[src/rtl/force_release_pkg.sv]
`default_nettype none
// ============================================================================
// Module      : force_release_pkg
// Description : Shared types and constants for the force/release controller.
// Revision    : 1.0 - initial release
// ============================================================================
package force_release_pkg;

  // Per-channel controller state
  typedef enum logic [1:0] {
    FR_IDLE  = 2'd0,  // functional pass-through
    FR_HELD  = 2'd1,  // forced until an explicit release
    FR_TIMED = 2'd2   // forced for a counted number of cycles
  } fr_state_e;

  // A hold length of zero requests an indefinite force
  localparam int FR_HOLD_INDEF = 0;

endpackage : force_release_pkg
`default_nettype wire

[src/rtl/force_release_chan.sv]
`default_nettype none
// ============================================================================
// Module      : force_release_chan
// Description : One force/release channel: state machine, hold counter,
//               captured force value and the output mux.
// Revision    : 1.0 - initial release
// ============================================================================
module force_release_chan
  import force_release_pkg::*;
#(
  parameter int W        = 8,
  parameter int CNT_W    = 8,
  parameter int LIVE_VAL = 0
) (
  input  logic             i_sclk,
  input  logic             i_srst,
  input  logic [W-1:0]     i_func,
  input  logic [W-1:0]     i_force_val,
  input  logic             i_force,
  input  logic             i_release,
  input  logic [CNT_W-1:0] i_hold,
  output logic [W-1:0]     o_val,
  output logic             o_forced,
  output logic             o_expired
);

  fr_state_e        state;
  logic [CNT_W-1:0] cnt;
  logic [W-1:0]     cap;
  logic             expired;
  logic [W-1:0]     force_src;

  // Channel FSM: release has priority, then force (which also retriggers),
  // then the timed countdown that auto-releases when the count reaches one.
  always_ff @(posedge i_sclk or negedge i_srst) begin
    if (!i_srst) begin
      state   <= FR_IDLE;
      cnt     <= '0;
      cap     <= '0;
      expired <= 1'b0;
    end else begin
      expired <= 1'b0;
      if (i_release) begin
        // Captured value is intentionally kept; it is simply not selected.
        state <= FR_IDLE;
      end else if (i_force) begin
        cap <= i_force_val;
        cnt <= i_hold;
        if (i_hold == CNT_W'(FR_HOLD_INDEF)) begin
          state <= FR_HELD;
        end else begin
          state <= FR_TIMED;
        end
      end else if (state == FR_TIMED) begin
        // The count is never zero while timed; the <= guard keeps it from wrapping.
        if (cnt <= CNT_W'(1)) begin
          state   <= FR_IDLE;
          cnt     <= '0;
          expired <= 1'b1;
        end else begin
          cnt <= cnt - CNT_W'(1);
        end
      end
    end
  end

  // Output mux driven only by registered state, so force/release requests
  // never reach o_val combinationally.
  always_comb begin
    force_src = (LIVE_VAL != 0) ? i_force_val : cap;
    o_val     = (state != FR_IDLE) ? force_src : i_func;
  end

  assign o_forced  = (state != FR_IDLE);
  assign o_expired = expired;

endmodule : force_release_chan
`default_nettype wire

[src/rtl/force_release_ctrl.sv]
`default_nettype none
// ============================================================================
// Module      : force_release_ctrl
// Description : N independent W-bit force/release channels placed between
//               functional drivers and their loads.
// Revision    : 1.0 - initial release
// ============================================================================
module force_release_ctrl
  import force_release_pkg::*;
#(
  parameter int N        = 4,
  parameter int W        = 8,
  parameter int CNT_W    = 8,
  parameter int LIVE_VAL = 0
) (
  input  logic             i_sclk,
  input  logic             i_srst,
  input  logic [N*W-1:0]   i_func,
  input  logic [N*W-1:0]   i_force_val,
  input  logic [N-1:0]     i_force,
  input  logic [N-1:0]     i_release,
  input  logic [CNT_W-1:0] i_hold,
  output logic [N*W-1:0]   o_val,
  output logic [N-1:0]     o_forced,
  output logic [N-1:0]     o_expired,
  output logic             o_any_forced
);

  // One channel per lane; the shared hold length is sampled by whichever
  // channels see a force request in the same cycle.
  for (genvar k = 0; k < N; k++) begin : g_chan
    force_release_chan #(
      .W        (W),
      .CNT_W    (CNT_W),
      .LIVE_VAL (LIVE_VAL)
    ) u_chan (
      .i_sclk      (i_sclk),
      .i_srst      (i_srst),
      .i_func      (i_func[k*W +: W]),
      .i_force_val (i_force_val[k*W +: W]),
      .i_force     (i_force[k]),
      .i_release   (i_release[k]),
      .i_hold      (i_hold),
      .o_val       (o_val[k*W +: W]),
      .o_forced    (o_forced[k]),
      .o_expired   (o_expired[k])
    );
  end

  assign o_any_forced = |o_forced;

endmodule : force_release_ctrl
`default_nettype wire

[config.mk]
export PLATFORM = sky130hd
export DESIGN_NAME = force_release_ctrl
export DESIGN_NICKNAME = d
export VERILOG_FILES = /design/src/rtl/force_release_pkg.sv /design/src/rtl/force_release_chan.sv /design/src/rtl/force_release_ctrl.sv
export SDC_FILE = /design/constraint.sdc
export NUM_CORES = 1
export LEC_CHECK = 0
export ABC_AREA = 0
export CAP_MARGIN = 20
export CORE_AREA = 2 2 107 109
export DETAILED_ROUTE_END_ITERATION = 10
export DIE_AREA = 0 0 109 111
export PLACE_DENSITY_LB_ADDON = 0.12
export RECOVER_POWER = 25
export REMOVE_ABC_BUFFERS = 1
export SYNTH_ARGS = -nofsm -noshare
export SYNTH_HDL_FRONTEND = slang
export SYNTH_SLANG_ARGS = --single-unit
export TNS_END_PERCENT = 100
[constraint.sdc]
create_clock -name i_sclk -period 2 [get_ports i_sclk]
set_input_delay 0.4 -clock i_sclk [delete_from_list [all_inputs] [get_ports i_sclk]]
set_output_delay 0.4 -clock i_sclk [all_outputs]
set_load 0.01 [all_outputs]
==> results.sh <==
export IMPL_status="finished, final reports clean"
export IMPL_maxCapViolations=0
export IMPL_multi_input_area_um2=2216
export IMPL_grt_pass1_wl_um=20260
export IMPL_num_vias=3940
export IMPL_synth_avg_cell_area_um2=10.13
export IMPL_top_level_ports=123
export IMPL_cts_clk_slew_worst_paths_ps=60
export IMPL_fmax_mhz=507.8
export IMPL_crit_type="register to primary output"
export IMPL_start_util_pct=38.70
export IMPL_synthArstFlopShare_pct=100.0
export IMPL_drc=0
export IMPL_core_area_um2=11080
export IMPL_drive_gt1_share_pct=30.29
export IMPL_postRouteAntennaNets=0
export IMPL_grt_total_usage_pct=21.44
export IMPL_p_leak_uw=0.002685
export IMPL_setup_viol=0
export IMPL_period_minus_slack_ps=1969
export IMPL_setup_tns_ps=0
export IMPL_synth_cells=423
export IMPL_drtIter0Drc=191
export IMPL_first_pass_iters=5
export IMPL_die_height_um=111
export IMPL_vias_per_cell=5.368
export IMPL_timing_final_crit_share_pct=98.45
export IMPL_arrival_ps=1570
export IMPL_antenna_found_initial=0
export IMPL_area_growth_synth_to_final_pct=44.72
export IMPL_rsz0062_at_grt="yes"
export IMPL_crit_path_end_kind="primary output"
export IMPL_wl_per_cell_um=16.73
export IMPL_utilization_pct=56.00
export IMPL_synth_edf_count=0
export IMPL_drv_slew=0
export IMPL_synth_seq_area_share_pct=44.37
export IMPL_io_buffers=122
export IMPL_startpoint_type="register"
export IMPL_cts_tree="yes"
export IMPL_max_stage_delay_ps=410
export IMPL_critPathRequiredTime_ps=1600
export IMPL_die_x_um=109
export IMPL_seqCellArea_um2=1902
export IMPL_yosysWarnings=0
export IMPL_hpwl_um=8836
export IMPL_synth_area_leaders="dfrtp_1 (44%), mux2_2 (17%), o21ai_0 (5.0%)"
export IMPL_nets=677
export IMPL_fin_skew_ps=4.977
export IMPL_fp_dieArea_um2=12100
export IMPL_insertion_delay_ps=340
export IMPL_routed_wl_um=12280
export IMPL_yosysTopAreaCell="dfrtp_1"
export IMPL_cts_root_buffer="clkbuf_16"
export IMPL_hp_class="register to register"
export IMPL_finalHoldViolCount=0
export IMPL_ir_drop_v=0.0003698
export IMPL_pre_cts_ws_ps=-23.52
export IMPL_synth_top_area_share_pct=44.37
export IMPL_cp_slowest_cell="dfrtp_1"
export IMPL_antenna_cells=0
export IMPL_ys_flop_type="dfrtp_1"
export IMPL_path_cells="nor2_4, buf_6, buf_6, mux2_4, buf_6"
export IMPL_place_congestion=0.8516
export IMPL_grt_pass1_vias=4025
export IMPL_crit_path_frequent_cell="buf_6"
export IMPL_p_total_uw=5195
export IMPL_setup_ws_ps=30.90
export IMPL_fillCellCount=1004
export IMPL_pwr_density_cell_nw_per_um2=837.4
export IMPL_grt_overflow_total=0
export IMPL_grt_max_degree=34
export IMPL_clkSinkCount=76
export IMPL_clk_path_buf_depth=2
export IMPL_cp_max_fo=4
export IMPL_path_buf_inv=3
export IMPL_synth_cell_types=45
export IMPL_maxSlewHeadroom_pct=55.95
export IMPL_cts_max_level=3
export IMPL_synth_area_um2=4287
export IMPL_tightest_slew_ps=660.8
export IMPL_crit_family="flip-flops"
export IMPL_cts_buffers=9
export IMPL_fp_row_count=39
export IMPL_synth_seq_cells=76
Yosys cell counts, drive strengths merged, types with 7 or more instances:
cell type,number
inv,22
nand2,26
buf,11
a21oi,12
clkbuf,10
ha,8
dfrtp,76
o21ai,43
nor3,17
a32oi,13
nor2,33
o31ai,7
mux2,64
power by group:
| group | total [uW] | internal, uW | switching [uW] | leakage (uW) |
|---|---|---|---|---|
| logic | 1520 | 799 | 726 | 0.00162 |
| clock network | 1620 | 959 | 658 | 0.000134 |
| registers | 2050 | 1810 | 248 | 0.000931 |
stage by stage:
step / cell area (um2) / std cells / hold slack [ps]
final: 6203 / 734 / 502.9
after global routing: 6203 / 734 / 518.3
after CTS: 6295 / 734 / 508.0
after detailed placement: 5912 / 706 / 347.2
after global placement: 5912 / 706 / 346.3
after floorplan: 4172 / 402 / 104.4
routing by layer:
layer  vias to the layer above  track usage, %  share of wire, %
li1                       1894               -                 -
met2                       129           36.31                51
met1                      1900           27.29                42
met4                         0           7.607               1.6
met3                        17           3.527               5.5
met5                         -               0                 0
state kept, by name (all words and copies together) (netlist names):
signal / flops
g_chan.u_chan.cnt: 32
g_chan.u_chan.o_expired: 4
g_chan.u_chan.cap: 32
g_chan.u_chan.state: 8
worst register-to-register path, delay by kind of cell (launching register included):
kind / cells / cell delay, ps
AOI/OAI and AO/OA: 2 / 220
and+or+nand+nor: 2 / 820
adders and majority gates: 1 / 260
DFF: 1 / 400
buffers and inverters: 1 / 110
final timing paths:
kind	start	end	slack [ps]	cells past startpoint
worst min register to register	g_chan[2].u_chan.cap[5]	g_chan[2].u_chan.cap[5]	500	1
worst max register to register	g_chan[3].u_chan.cnt[1]	g_chan[3].u_chan.cnt[4]	110	6
min in group asynchronous	i_srst	g_chan[2].u_chan.cap[3]	630	2
max in group asynchronous	i_srst	g_chan[1].u_chan.cap[2]	370	3
worst min-delay path	g_chan[2].u_chan.cap[5]	g_chan[2].u_chan.cap[5]	500	1
worst max-delay path	g_chan[2].u_chan.state[1]	o_val[22]	30	5
final cells by class:
type | instances | share of cell area (%)
Multi-Input combinational cell | 304 | 35.72
Inverter | 22 | 1.331
Clock buffer | 9 | 3.630
Timing Repair Buffer | 174 | 24.71
Sequential cell | 76 | 30.66
Clock inverter | 6 | 1.069
Tap cell | 143 | 2.884
cells in the final DEF, fill, tap and decap left out, types with 4 or more instances in the layout:
master / instances
inv_1: 22
mux2_4: 5
mux2_2: 59
buf_6: 10
dfrtp_1: 76
nor2_2: 5
nor2_1: 27
buf_2: 25
a31oi_1: 6
a21oi_1: 12
nand2_1: 26
o221ai_1: 4
buf_4: 42
a22oi_1: 4
clkdlybuf4s50_1: 86
ha_1: 8
or4_1: 4
clkbuf_16: 9
a32oi_1: 13
or3_1: 4
nand3_1: 5
a2bb2oi_1: 6
nor3_1: 14
o21ai_0: 43
nand2b_1: 6
o31ai_1: 7
cell families after synthesis:
family                   count (synthesis)  share of synthesized area [%]
AO/OA/AOI/OAI                          119                          18.56
AND/OR/NAND/NOR                        113                          13.31
flip-flops                              76                          44.37
multiplexers                            64                          16.81
buffers and inverters                   43                          4.612
adder cells (fa/ha/maj)                  8                          2.335
what timing repair did:
action,in CTS,in global routing
endpoints found under the setup margin,34,27
resized for setup,124,25
cloned,1,0
endpoints found under the hold margin,23,0
pin swaps,4,3
hold buffers,1,0
setup buffers,11,1
Note: power is estimated with default switching activity, not from simulation.
